### src/rtl/alu_share_arbiter_pkg.sv
// Shared definitions for the ALU share arbiter: ALU function codes, FSM state encoding
// and perf counter helpers (counters only exist when ALU_ARB_PERF_EN is defined).
package alu_share_arbiter_pkg;

  localparam int unsigned ALU_FN_LEN   = 4;
  localparam int unsigned PERF_CNT_LEN = 16;

  localparam logic [ALU_FN_LEN-1:0] ALU_ADD = 4'h0;
  localparam logic [ALU_FN_LEN-1:0] ALU_SUB = 4'h1;
  localparam logic [ALU_FN_LEN-1:0] ALU_AND = 4'h2;
  localparam logic [ALU_FN_LEN-1:0] ALU_OR  = 4'h3;
  localparam logic [ALU_FN_LEN-1:0] ALU_XOR = 4'h4;
  localparam logic [ALU_FN_LEN-1:0] ALU_X   = 4'hF;

  typedef enum logic [0:0] {
    ARB_IDLE = 1'b0,
    ARB_HOLD = 1'b1
  } arb_state_e;

  // Saturating increment, sticks at all-ones.
  function automatic logic [PERF_CNT_LEN-1:0] sat_inc(input logic [PERF_CNT_LEN-1:0] v);
    return (v == {PERF_CNT_LEN{1'b1}}) ? v : v + PERF_CNT_LEN'(1);
  endfunction

endpackage

### src/rtl/alu_share_arbiter_rr_arbiter.sv
// Combinational round-robin picker: searches the request vector starting one past last_g.
module alu_share_arbiter_rr_arbiter #(
  parameter int unsigned NUM_REQ = 2,
  localparam int unsigned IDX_W  = $clog2(NUM_REQ)
) (
  input  logic [NUM_REQ-1:0] req_i,
  input  logic [IDX_W-1:0]   last_g_i,
  output logic [NUM_REQ-1:0] gnt_oh_c_o,
  output logic [IDX_W-1:0]   gnt_idx_c_o,
  output logic               gnt_any_c_o
);

  int unsigned idx;

  always_comb begin
    gnt_oh_c_o  = '0;
    gnt_idx_c_o = '0;
    gnt_any_c_o = 1'b0;
    idx         = 0;
    for (int unsigned k = 1; k <= NUM_REQ; k++) begin
      idx = (32'(last_g_i) + k) % NUM_REQ;
      if (!gnt_any_c_o && req_i[IDX_W'(idx)]) begin
        gnt_any_c_o               = 1'b1;
        gnt_idx_c_o               = IDX_W'(idx);
        gnt_oh_c_o[IDX_W'(idx)]   = 1'b1;
      end
    end
  end

endmodule

### src/rtl/alu_share_arbiter.sv
// Shares one external combinational ALU among NUM_REQ requesters with a one-entry result buffer.
// Optional macro ALU_ARB_PERF_EN adds saturating grant/conflict perf counters.
module alu_share_arbiter
  import alu_share_arbiter_pkg::*;
#(
  parameter int unsigned DATA_LEN = 32,
  parameter int unsigned FN_LEN   = ALU_FN_LEN,
  parameter int unsigned NUM_REQ  = 2,
  parameter int unsigned TAG_LEN  = 4
) (
  input  logic                        clk,
  input  logic                        rst_n,
  input  logic [NUM_REQ-1:0]          req_valid,
  output logic [NUM_REQ-1:0]          req_ready,
  input  logic [NUM_REQ*FN_LEN-1:0]   req_fn,
  input  logic [NUM_REQ*DATA_LEN-1:0] req_src1,
  input  logic [NUM_REQ*DATA_LEN-1:0] req_src2,
  input  logic [NUM_REQ*TAG_LEN-1:0]  req_tag,
  output logic [FN_LEN-1:0]           alu_fn,
  output logic [DATA_LEN-1:0]         alu_src1,
  output logic [DATA_LEN-1:0]         alu_src2,
  input  logic [DATA_LEN-1:0]         alu_out,
  output logic [NUM_REQ-1:0]          rsp_valid,
  input  logic [NUM_REQ-1:0]          rsp_ready,
  output logic [DATA_LEN-1:0]         rsp_data,
  output logic [TAG_LEN-1:0]          rsp_tag
`ifdef ALU_ARB_PERF_EN
  ,
  output logic [NUM_REQ*PERF_CNT_LEN-1:0] perf_grant_cnt,
  output logic [PERF_CNT_LEN-1:0]         perf_conflict_cnt
`endif
);

  localparam int unsigned IDX_W = $clog2(NUM_REQ);

  arb_state_e          state_q, state_d;
  logic [DATA_LEN-1:0] rsp_data_q, rsp_data_d;
  logic [TAG_LEN-1:0]  rsp_tag_q, rsp_tag_d;
  logic [IDX_W-1:0]    rsp_id_q, rsp_id_d;
  logic [IDX_W-1:0]    last_g_q, last_g_d;

  logic                slot_open_c;
  logic [NUM_REQ-1:0]  arb_req_c;
  logic [NUM_REQ-1:0]  gnt_oh_c;
  logic [IDX_W-1:0]    gnt_idx_c;
  logic                gnt_any_c;
  logic [TAG_LEN-1:0]  gnt_tag_c;

  // The slot opens when the buffer is empty or its owner drains it this cycle.
  assign slot_open_c = (state_q == ARB_IDLE) || rsp_ready[rsp_id_q];
  assign arb_req_c   = slot_open_c ? req_valid : '0;

  alu_share_arbiter_rr_arbiter #(
    .NUM_REQ(NUM_REQ)
  ) u_rr (
    .req_i      (arb_req_c),
    .last_g_i   (last_g_q),
    .gnt_oh_c_o (gnt_oh_c),
    .gnt_idx_c_o(gnt_idx_c),
    .gnt_any_c_o(gnt_any_c)
  );

  assign req_ready = gnt_oh_c;
  assign rsp_data  = rsp_data_q;
  assign rsp_tag   = rsp_tag_q;

  always_comb begin
    alu_fn    = FN_LEN'(ALU_X);
    alu_src1  = '0;
    alu_src2  = '0;
    gnt_tag_c = '0;
    for (int unsigned i = 0; i < NUM_REQ; i++) begin
      if (gnt_oh_c[i]) begin
        alu_fn    = req_fn[i*FN_LEN +: FN_LEN];
        alu_src1  = req_src1[i*DATA_LEN +: DATA_LEN];
        alu_src2  = req_src2[i*DATA_LEN +: DATA_LEN];
        gnt_tag_c = req_tag[i*TAG_LEN +: TAG_LEN];
      end
    end
  end

  always_comb begin
    rsp_valid = '0;
    for (int unsigned i = 0; i < NUM_REQ; i++) begin
      rsp_valid[i] = (state_q == ARB_HOLD) && (rsp_id_q == IDX_W'(i));
    end
  end

  always_comb begin
    state_d    = state_q;
    rsp_data_d = rsp_data_q;
    rsp_tag_d  = rsp_tag_q;
    rsp_id_d   = rsp_id_q;
    last_g_d   = last_g_q;
    case (state_q)
      ARB_IDLE: if (gnt_any_c) state_d = ARB_HOLD;
      ARB_HOLD: if (!gnt_any_c && rsp_ready[rsp_id_q]) state_d = ARB_IDLE;
      default:  state_d = ARB_IDLE;
    endcase
    // A grant reloads the buffer even while the previous result drains.
    if (gnt_any_c) begin
      rsp_data_d = alu_out;
      rsp_tag_d  = gnt_tag_c;
      rsp_id_d   = gnt_idx_c;
      last_g_d   = gnt_idx_c;
    end
  end

  always_ff @(posedge clk or negedge rst_n) begin
    if (!rst_n) begin
      state_q    <= ARB_IDLE;
      rsp_data_q <= '0;
      rsp_tag_q  <= '0;
      rsp_id_q   <= '0;
      last_g_q   <= IDX_W'(NUM_REQ - 1);
    end else begin
      state_q    <= state_d;
      rsp_data_q <= rsp_data_d;
      rsp_tag_q  <= rsp_tag_d;
      rsp_id_q   <= rsp_id_d;
      last_g_q   <= last_g_d;
    end
  end

`ifdef ALU_ARB_PERF_EN
  logic [PERF_CNT_LEN-1:0] grant_cnt_q [NUM_REQ];
  logic [PERF_CNT_LEN-1:0] grant_cnt_d [NUM_REQ];
  logic [PERF_CNT_LEN-1:0] conflict_cnt_q, conflict_cnt_d;

  always_comb begin
    conflict_cnt_d = conflict_cnt_q;
    perf_grant_cnt = '0;
    for (int unsigned i = 0; i < NUM_REQ; i++) begin
      grant_cnt_d[i] = grant_cnt_q[i];
      if (gnt_oh_c[i]) grant_cnt_d[i] = sat_inc(grant_cnt_q[i]);
      perf_grant_cnt[i*PERF_CNT_LEN +: PERF_CNT_LEN] = grant_cnt_q[i];
    end
    if (slot_open_c && ($countones(req_valid) > 1)) conflict_cnt_d = sat_inc(conflict_cnt_q);
  end

  assign perf_conflict_cnt = conflict_cnt_q;

  always_ff @(posedge clk or negedge rst_n) begin
    if (!rst_n) begin
      conflict_cnt_q <= '0;
      for (int unsigned i = 0; i < NUM_REQ; i++) grant_cnt_q[i] <= '0;
    end else begin
      conflict_cnt_q <= conflict_cnt_d;
      for (int unsigned i = 0; i < NUM_REQ; i++) grant_cnt_q[i] <= grant_cnt_d[i];
    end
  end
`endif

endmodule
### config.mk
export PLATFORM = sky130hd
export DESIGN_NAME = alu_share_arbiter
export DESIGN_NICKNAME = d
export VERILOG_FILES = /design/src/rtl/alu_share_arbiter_pkg.sv /design/src/rtl/alu_share_arbiter_rr_arbiter.sv /design/src/rtl/alu_share_arbiter.sv
export SDC_FILE = /design/constraint.sdc
export NUM_CORES = 1
export LEC_CHECK = 0
export ABC_AREA = 1
export CORE_AREA = 3 3 110 112
export DETAILED_ROUTE_END_ITERATION = 6
export DIE_AREA = 0 0 113 115
export DONT_BUFFER_PORTS = 1
export HOLD_SLACK_MARGIN = 0.05
export PLACE_DENSITY = 0.37
export SLEW_MARGIN = 15
export SYNTH_ARGS = -nofsm -noshare
export SYNTH_HDL_FRONTEND = slang
export SYNTH_SLANG_ARGS = --single-unit
### constraint.sdc
create_clock -name clk -period 1.5 [get_ports clk]
set_input_delay 0.15 -clock clk [delete_from_list [all_inputs] [get_ports clk]]
set_output_delay 0.15 -clock clk [all_outputs]
set_load 0.1 [all_outputs]
==> run metrics, run 1 <==
Final Wtd Congestion=about 0.76; Final Hold Fails=0; CP arrival=about 1.7 ns; GR peak layer=met2; TritonCTS buffer count=5; r2r startpoint=rsp_id_q$_DFFE_PN0P_; Final ANT Viol Nets=0; critical path type=flop to output pin; share of cells above drive strength 1=0.487; Critical Path RT=approximately 1.4 ns; crit start category=flop; fin crit share=1.24; Synth Area per Inst=between 6 and 7 um2; grt ovf=0; Max FO, Critical Path=7; Boundary Pins=between 200 and 300; core box area=between 10,000 and 15,000 um2; fmax=approximately 540 MHz; CTS clk-pin slew, worst paths=about 0.06 ns; Post-Syn Nets=roughly 600; M3 GR Usage=0.0305; H-tree depth=2; final core utilization=0.506; max_slew headroom=0.807; skew final=between 0.003 and 0.004 ns; antenna violations before repair=0; commonest non-fill, non-tap cell in the layout=nand4_1; sequential area share after synthesis=0.365; synth warn=0; number of port buffers=0; Starting Density=0.237; CTS tree=yes; clock buffer depth=2; Seq cells post-synth=39; hold_ws=around 0.054 ns; minimum clock period=1.86 ns; first-pass GRT wire length=roughly 18,000 um; Fin Setup TNS=-27.94 ns; Fill cells=1,045; chip width=113 um; Synth Instances=around 410; mapped cell area=roughly 2700 um2; die area=13,000 um2; status=complete, but fails checks; largest net degree at the start of global routing=slightly above 70; All-Layer GR Usage=0.168; nets@finish=688; Tightest Pin Transition=between 0.2 and 0.3 ns; FP Rows=39; WHS Path Cells=2; Vias/cell=approximately 5; most frequent cells in the layout=72 x nand4_1, 65 x nand2_8, 63 x nand2_2; DR vias=~3,200; DR WL/cell=a little under 20 um; endpoints failing setup=approximately 110; drt pass-1 iters=4; 1st-iter DRT viols=230; HP Class=input pin to flop; P&R area growth vs syn=114%; Setup WS post-layout=-0.364 ns; Worst Reg-to-Reg Cells=9; min-delay src=req_tag[3]; WHS Endpoint=rsp_tag[3]$_DFFE_PN0P_; crit path capture type=output pin; clk sink count=39; met1 GRT Util=0.200; worst skew pair latency=~0.28 ns; Synth cell types=17; antenna diode count=0; drc violations=0; origin of the worst setup path=rsp_id_q$_DFFE_PN0P_; unrepaired setup endpoints after global routing=true; WL final=approximately 13,000 um; Worst R2R End=rsp_data[13]$_DFFE_PN0P_; fin. max-slew vios=0; chip height=roughly 120 um; Reg2Reg Setup Slack=-0.21 ns; vias in the first global route=between 3,000 and 4,000; met2 usage=0.311; dpl hpwl=about 8300 um; failing checks=setup timing; clock root cell=clkbuf_16; max-cap viol count=0
[sequential cells by signal, indices dropped and copies added, names as in the netlist]
name and count:
rsp_id_q 1, state_q 1, rsp_tag 4, last_g_q 1, rsp_data 32
[synth_stat cells]
library cell / number / area (um2)
o21ai_0: 36 / 180
nand3_2: 2 / 20.0
buf_1: 5 / 18.8
o21ai_2: 1 / 8.76
clkbuf_1: 8 / 30.0
nand4_1: 72 / 450
a21oi_1: 1 / 5.00
nor2_1: 1 / 3.75
buf_6: 2 / 22.5
nand3_1: 4 / 20.0
dfstp_2: 1 / 26.3
nand2_1: 183 / 687
buf_2: 22 / 110
inv_1: 36 / 135
dfrtp_1: 38 / 951
inv_2: 1 / 3.75
clkbuf_2: 1 / 5.00
[final cells by class]
class	instances	area (um2)	area share
multi-input cells	300	2720	0.474
repair buffers	123	1530	0.268
flip-flops and latches	39	977	0.171
well taps	143	179	0.0312
inverters	37	154	0.0269
clock buffers	5	125	0.0218
clock inverters	3	43.8	0.00765
[logic make-up (layout without fill, tap and decap cells)]
| logic type | after synthesis | count (layout) | synth area share |
|---|---|---|---|
| DFF | 39 | 39 | 0.365 |
| buffers and inverters | 75 | 168 | 0.121 |
| and+or+nand+nor | 262 | 262 | 0.441 |
| AOI/OAI and AO/OA | 38 | 38 | 0.0724 |
[worst max path at each step]
stage                         endpoint  slack, ns  depth (start not counted)
after floorplan           alu_src2[10]      -0.11                          8
after global placement    alu_src1[11]      -0.19                          6
after detailed placement  alu_src2[12]      -0.18                          6
after CTS                 alu_src1[11]      -0.36                          6
after global routing       alu_src1[5]      -0.44                          7
final                      alu_src1[5]      -0.36                          7
[repair_timing]
action	in CTS	in global routing
setup buffers	4	4
hold buffers	33	0
endpoints found under the hold margin	70	0
resized for setup	109	55
pin swaps	37	58
setup endpoints to repair	83	109
cloned	5	10
[metal layers]
metal | share of wire | up-vias
met3 | 0.070 | 4
li1 | - | 1553
met4 | 0.0064 | 0
met1 | 0.38 | 1534
met5 | 0 | -
met2 | 0.54 | 155
[per-stage QoR]
| step | cell area [um2] | std cells | setup slack, ns |
|---|---|---|---|
| finish | 5730 | 650 | -0.364 |
| global route | 5730 | 650 | -0.440 |
| CTS | 5300 | 636 | -0.357 |
| detailed placement | 4030 | 586 | -0.184 |
| global placement | 4030 | 586 | -0.186 |
| floorplan | 3430 | 414 | -0.114 |
[critical path, cell delays in order, from the launching register on]
cell       delay, ns
dfrtp_1         0.40
inv_1           0.08
nand2_2         0.06
nand3_4         0.10
buf_12          0.16
clkbuf_16       0.15
nand4_1         0.22
nand2_8         0.26
Power of run 1 is not shown: default switching activity piles up to over one toggle a cycle in this logic, so the estimate is an artifact.
==> run 2: changes to the inputs <==
- PLACE_DENSITY: 0.37 -> 0.38
- clock period: 1.5 -> 1.7 ns (I/O delays scaled with it)
==> run 2 against run 1 <==
  * The run still ends with setup timing left
  * Clock-buffer cell count rose by 1
  * Wire length is 7.7% higher
  * Highest routed layer unchanged
  * Via count up 7.1%
  * Global-route usage up 2.0 points
==> run metrics, run 2 (synthesis gave the netlist of run 1 again) <==
clock root cell=clkbuf_16; Final ANT Viol Nets=0; endpoints failing setup=69; vias in the first global route=between 3,000 and 4,000; skew final=0.00500 ns; number of port buffers=0; commonest non-fill, non-tap cell in the layout=buf_12; status=complete, but fails checks; HP Class=input pin to flop; chip height=around 120 um; fin. max-slew vios=0; CP arrival=approximately 1.8 ns; most frequent cells in the layout=81 x buf_12, 72 x nand4_1, 69 x nand2_2; H-tree depth=2; unrepaired setup endpoints after global routing=true; CTS clk-pin slew, worst paths=0.06 ns; core box area=~11,000 um2; DR WL/cell=between 15 and 20 um; minimum clock period=~1.9 ns; TritonCTS buffer count=5; All-Layer GR Usage=0.188; fmax=~520 MHz; dpl hpwl=slightly below 10,000 um; Boundary Pins=between 200 and 300; max reg flops=32; max-cap viol count=0; dpl cells=about 650; largest net degree at the start of global routing=72; Post-DP Area=just under 5000 um2; FP Rows=39; Max FO, Critical Path=6; clk sink count=39; failing checks=setup timing; die area=13,000 um2; chip width=about 110 um; crit start category=flop; nets@finish=742; Final Wtd Congestion=~0.77; max_slew headroom=0.804; share of cells above drive strength 1=0.512; antenna violations before repair=1; worst skew pair latency=between 0.2 and 0.3 ns; Post-Layout Cell Count=roughly 710; Storage cell area=977 um2; Final Hold Fails=0; CTS tree=yes; Setup WS post-layout=-0.228 ns; Critical Path RT=1.53 ns; Tightest Pin Transition=approximately 0.29 ns; DR vias=between 3,000 and 4,000; Starting Density=0.237; Fill cells=roughly 1,000; hold_ws=about 0.059 ns; fin area=6050 um2; fin crit share=1.13; grt ovf=0; crit path capture type=output pin; P&R area growth vs syn=126%; drt pass-1 iters=4; critical path type=flop to output pin; Multi-input gate area=between 1500 and 2000 um2; WL final=approximately 14,000 um; first-pass GRT wire length=around 19,000 um; 1st-iter DRT viols=200; clock buffer depth=2; drc violations=0; dpl ws=a little over 0.05 ns; Vias/cell=4.93
-- run 2: changes by cell type in the layout (fill, tap and decap cells not counted), moves of 6 or more --
cell | previous run | this run
nand2_8 | 65 | 0
buf_12 | 17 | 81
nand2_4 | 12 | 51
nand2_1 | 43 | 63
dlygate4sd3_1 | 32 | 24
buf_4 | 49 | 55
nand2_2 | 63 | 69
-- run 2: path summary, 6_finish.rpt --
check | startpoint | endpoint | slack [ns] | cells after the start
worst max register to register | rsp_id_q$_DFFE_PN0P_ | rsp_data[27]$_DFFE_PN0P_ | 0.30 | 8
worst min register to register | last_g_q$_DFFE_PN1P_ | last_g_q$_DFFE_PN1P_ | 0.48 | 2
worst min-delay path | alu_out[2] | rsp_data[2]$_DFFE_PN0P_ | 0.06 | 2
worst max-delay path | rsp_id_q$_DFFE_PN0P_ | alu_fn[0] | -0.23 | 11
max in group asynchronous | rst_n | last_g_q$_DFFE_PN1P_ | 1.08 | 2
min in group asynchronous | rst_n | rsp_data[30]$_DFFE_PN0P_ | 0.35 | 2
-- run 2: metrics by stage --
| step | setup TNS [ns] | utilization |
|---|---|---|
| 6_report | -12.86 | 0.534 |
| 5_1_grt | -20.24 | 0.534 |
| 4_1_cts | -12.44 | 0.500 |
| 3_5_place_dp | 0 | 0.431 |
| 3_3_place_gp | 0 | 0.431 |
| 2_1_floorplan | -0.313 | - |
-- run 2: layout make-up --
cell class	instances	area share
diodes	1	0.000414
clock buffers	6	0.0213
clock inverters	2	0.00207
inverters	37	0.0242
multi-input cells	300	0.324
flip-flops and latches	39	0.162
well taps	143	0.0296
repair buffers	177	0.437
-- run 2: repair_timing --
action | CTS | global route
endpoints found under the setup margin | 69 | 70
hold endpoints to repair | 62 | 0
gates cloned | 5 | 7
resized for setup | 51 | 54
buffers inserted | 10 | 2
hold buffers | 25 | 0
pin swaps | 1 | 13
-- run 2: layer usage --
layer	global-route usage	part of all wire	vias to the layer above	wire length [um]
li1	-	-	1656	-
met1	0.227	0.38	1610	5280
met2	0.326	0.51	191	7030
met3	0.0511	0.079	18	1090
met4	0.0593	0.024	0	334
met5	0	0	-	0
-- run 2: worst max-delay path: stages (launching register included) --
cell and delay (ns):
dfrtp_1 0.39, inv_1 0.06, nand2_1 0.05, nand3_2 0.10, buf_12 0.12, nand3_4 0.08
inv_8 0.09, buf_4 0.15, clkbuf_16 0.15, nand2_2 0.05, nand2_2 0.08, buf_12 0.17
Power of run 2 is left out for the same reason.
==> run 3: changes to the inputs <==
- CORE_AREA: 3 3 110 112 -> 3 3 112 114
- DIE_AREA: 0 0 113 115 -> 0 0 115 117
- DONT_BUFFER_PORTS: 1 -> not set
- PLACE_DENSITY: 0.38 -> 0.7
==> run 3 against run 2 <==
  * The run still ends with setup timing left
  * Flip-flop and latch count stayed put
  * Cell area is 27% higher
  * Clock skew is 0.0021 ns lower
  * Setup slack better by 0.038 ns
  * Die area is 3.5% higher
  * Hold slack better by 0.38 ns
  * Critical path type unchanged
  * Largest cell class unchanged
  * Highest routed layer unchanged
==> run metrics, run 3 (synthesis gave the netlist of run 1 again) <==
antenna violations before repair=0; most frequent cell on the critical path=buf_12; largest net degree at the start of global routing=53; status=complete, but fails checks; DR vias=around 4,200; Critical Path, Cell by Cell=inv_4, nand2_8, buf_12, clkbuf_16, nand4_1, nand2_2, buf_12; failing checks=setup timing; CP max stage cell=dfstp_2; worst skew pair latency=around 0.28 ns; commonest non-fill, non-tap cell in the layout=clkdlybuf4s50_1; die area=~13,000 um2; skew final=0.00287 ns; dpl ws=-0.226 ns; Reg2Reg Setup Slack=-0.08 ns; endpoints failing setup=95; crit path capture type=output pin; unrepaired setup endpoints after global routing=true; drc violations=0; chip height=117 um; number of port buffers=289; share of cells above drive strength 1=0.378; clock buffer depth=2; leakage power=between 0.003 and 0.004 uW; first-pass GRT wire length=around 21,000 um; Starting Density=0.233; clock root cell=clkbuf_16; minimum clock period=between 1.5 and 2 ns; Setup WS post-layout=-0.190 ns; dpl hpwl=11,200 um; Worst R2R End=rsp_data[21]$_DFFE_PN0P_; Fill cells=901; CP arrival=1.72 ns; final core utilization=0.669; max-cap viol count=0; P&R area growth vs syn=188%; core box area=between 10,000 and 15,000 um2; cell family with the largest share of critical-path delay=flip-flops; clk sink count=39; Critical Path RT=approximately 1.5 ns; power density cells=2310 nW/um2; Worst Reg-to-Reg Cells=12; vias in the first global route=approximately 4,000; All-Layer GR Usage=0.195; min-delay src=req_valid[0]; FP Rows=39; Vias/cell=between 4 and 5; fin crit share=1.11; CP bufs+invs=4; WHS Path Cells=5; Final ANT Viol Nets=0; max_slew headroom=0.416; H-tree depth=2; most frequent cells in the layout=179 x clkdlybuf4s50_1, 86 x buf_12, 85 x nand2_1; HP Class=input pin to flop; critical path type=flop to output pin; 1st-iter DRT viols=~260; WL final=approximately 16,000 um; Final Wtd Congestion=roughly 0.86; Tightest Pin Transition=between 0.8 and 0.9 ns; CTS tree=yes; origin of the worst setup path=last_g_q$_DFFE_PN1P_; WHS Endpoint=rsp_tag[0]$_DFFE_PN0P_; Worst VDD drop=approximately 0.0012 V; chip width=between 100 and 150 um; fmax=about 530 MHz; Slowest Stage Delay on Critical Path=around 0.58 ns; TritonCTS buffer count=5; total power=about 18,000 uW; drt pass-1 iters=6; CTS clk-pin slew, worst paths=0.06 ns; max reg flops=32; fin. max-slew vios=0; crit start category=flop; r2r startpoint=rsp_id_q$_DFFE_PN0P_; Boundary Pins=between 200 and 300; DR WL/cell=18.1 um; antenna diode count=0; nets@finish=905; grt ovf=0; Final Hold Fails=0; Max FO, Critical Path=5
-- run 3: changes by cell type in the layout (fill, tap and decap cells not counted), sizes merged --
| cell | previous run | this run |
|---|---|---|
| buf | 146 | 147 |
| bufinv | 0 | 1 |
| clkbuf | 13 | 18 |
| clkdlybuf4s50 | 0 | 179 |
| clkinv | 1 | 3 |
| clkinvlp | 1 | 0 |
| diode | 1 | 0 |
| dlygate4sd3 | 24 | 1 |
| inv | 37 | 36 |
-- run 3: power by group --
group          total [uW]  internal [uW]  switching [uW]
Clock                1050            691             361
Sequential           1720           1400             323
Combinational       15000           4930           10100
-- run 3: final cells by class --
class | instances | area [um2] | area share
clock buffers | 5 | 125 | 0.0162
clock inverters | 3 | 43.8 | 0.00569
inverters | 37 | 154 | 0.0200
multi-input cells | 300 | 1840 | 0.239
flip-flops and latches | 39 | 977 | 0.127
well taps | 143 | 179 | 0.0232
repair buffers | 340 | 4380 | 0.569
-- run 3: stage by stage --
stage          area [um2]  TNS [ns]  std cells  hold WS (ns)
2_1_floorplan        2960    -0.313        414        -0.126
3_3_place_gp         6730    -12.69        828         0.308
3_5_place_dp         6730    -15.48        828         0.335
4_1_cts              7060     -9.08        841         0.443
5_1_grt              7700    -21.25        867         0.456
6_report             7700    -10.86        867         0.439
-- run 3: metal layers --
metal  global-route usage  vias to the layer above  wire length, um
met3               0.0653                       14             1280
met2                0.360                      174             8580
met5                    0                        -                0
met1                0.213                     1983             5620
met4               0.0524                        0              256
li1                     -                     1988                -
-- run 3: worst max path at each step --
stage | to | slack (ns) | cells after the start
2_1_floorplan | req_ready[0] | -0.17 | 6
3_3_place_gp | alu_src2[14] | -0.17 | 7
3_5_place_dp | rsp_data[12]$_DFFE_PN0P_ | -0.23 | 9
4_1_cts | alu_src2[8] | -0.16 | 9
5_1_grt | alu_src2[15] | -0.27 | 9
6_report | alu_src1[27] | -0.19 | 7
-- run 3: timing repair --
action	in CTS	in global routing
pin swaps	7	29
setup buffers	2	9
hold buffers	1	0
resized for setup	20	59
setup endpoints to repair	76	102
gates cloned	2	17
endpoints found under the hold margin	38	0
-- run 3: worst reg2reg max path, cell delays in order (launching register included) --
cell       delay (ns)
dfrtp_1          0.41
inv_2            0.07
nand2_2          0.05
nand3_4          0.11
buf_4            0.15
clkbuf_16        0.16
buf_4            0.14
o21ai_4          0.08
buf_12           0.15
buf_6            0.11
buf_6            0.12
nand2_1          0.05
o21ai_0          0.07
No activity file was read; power rests on OpenSTA's default activity.
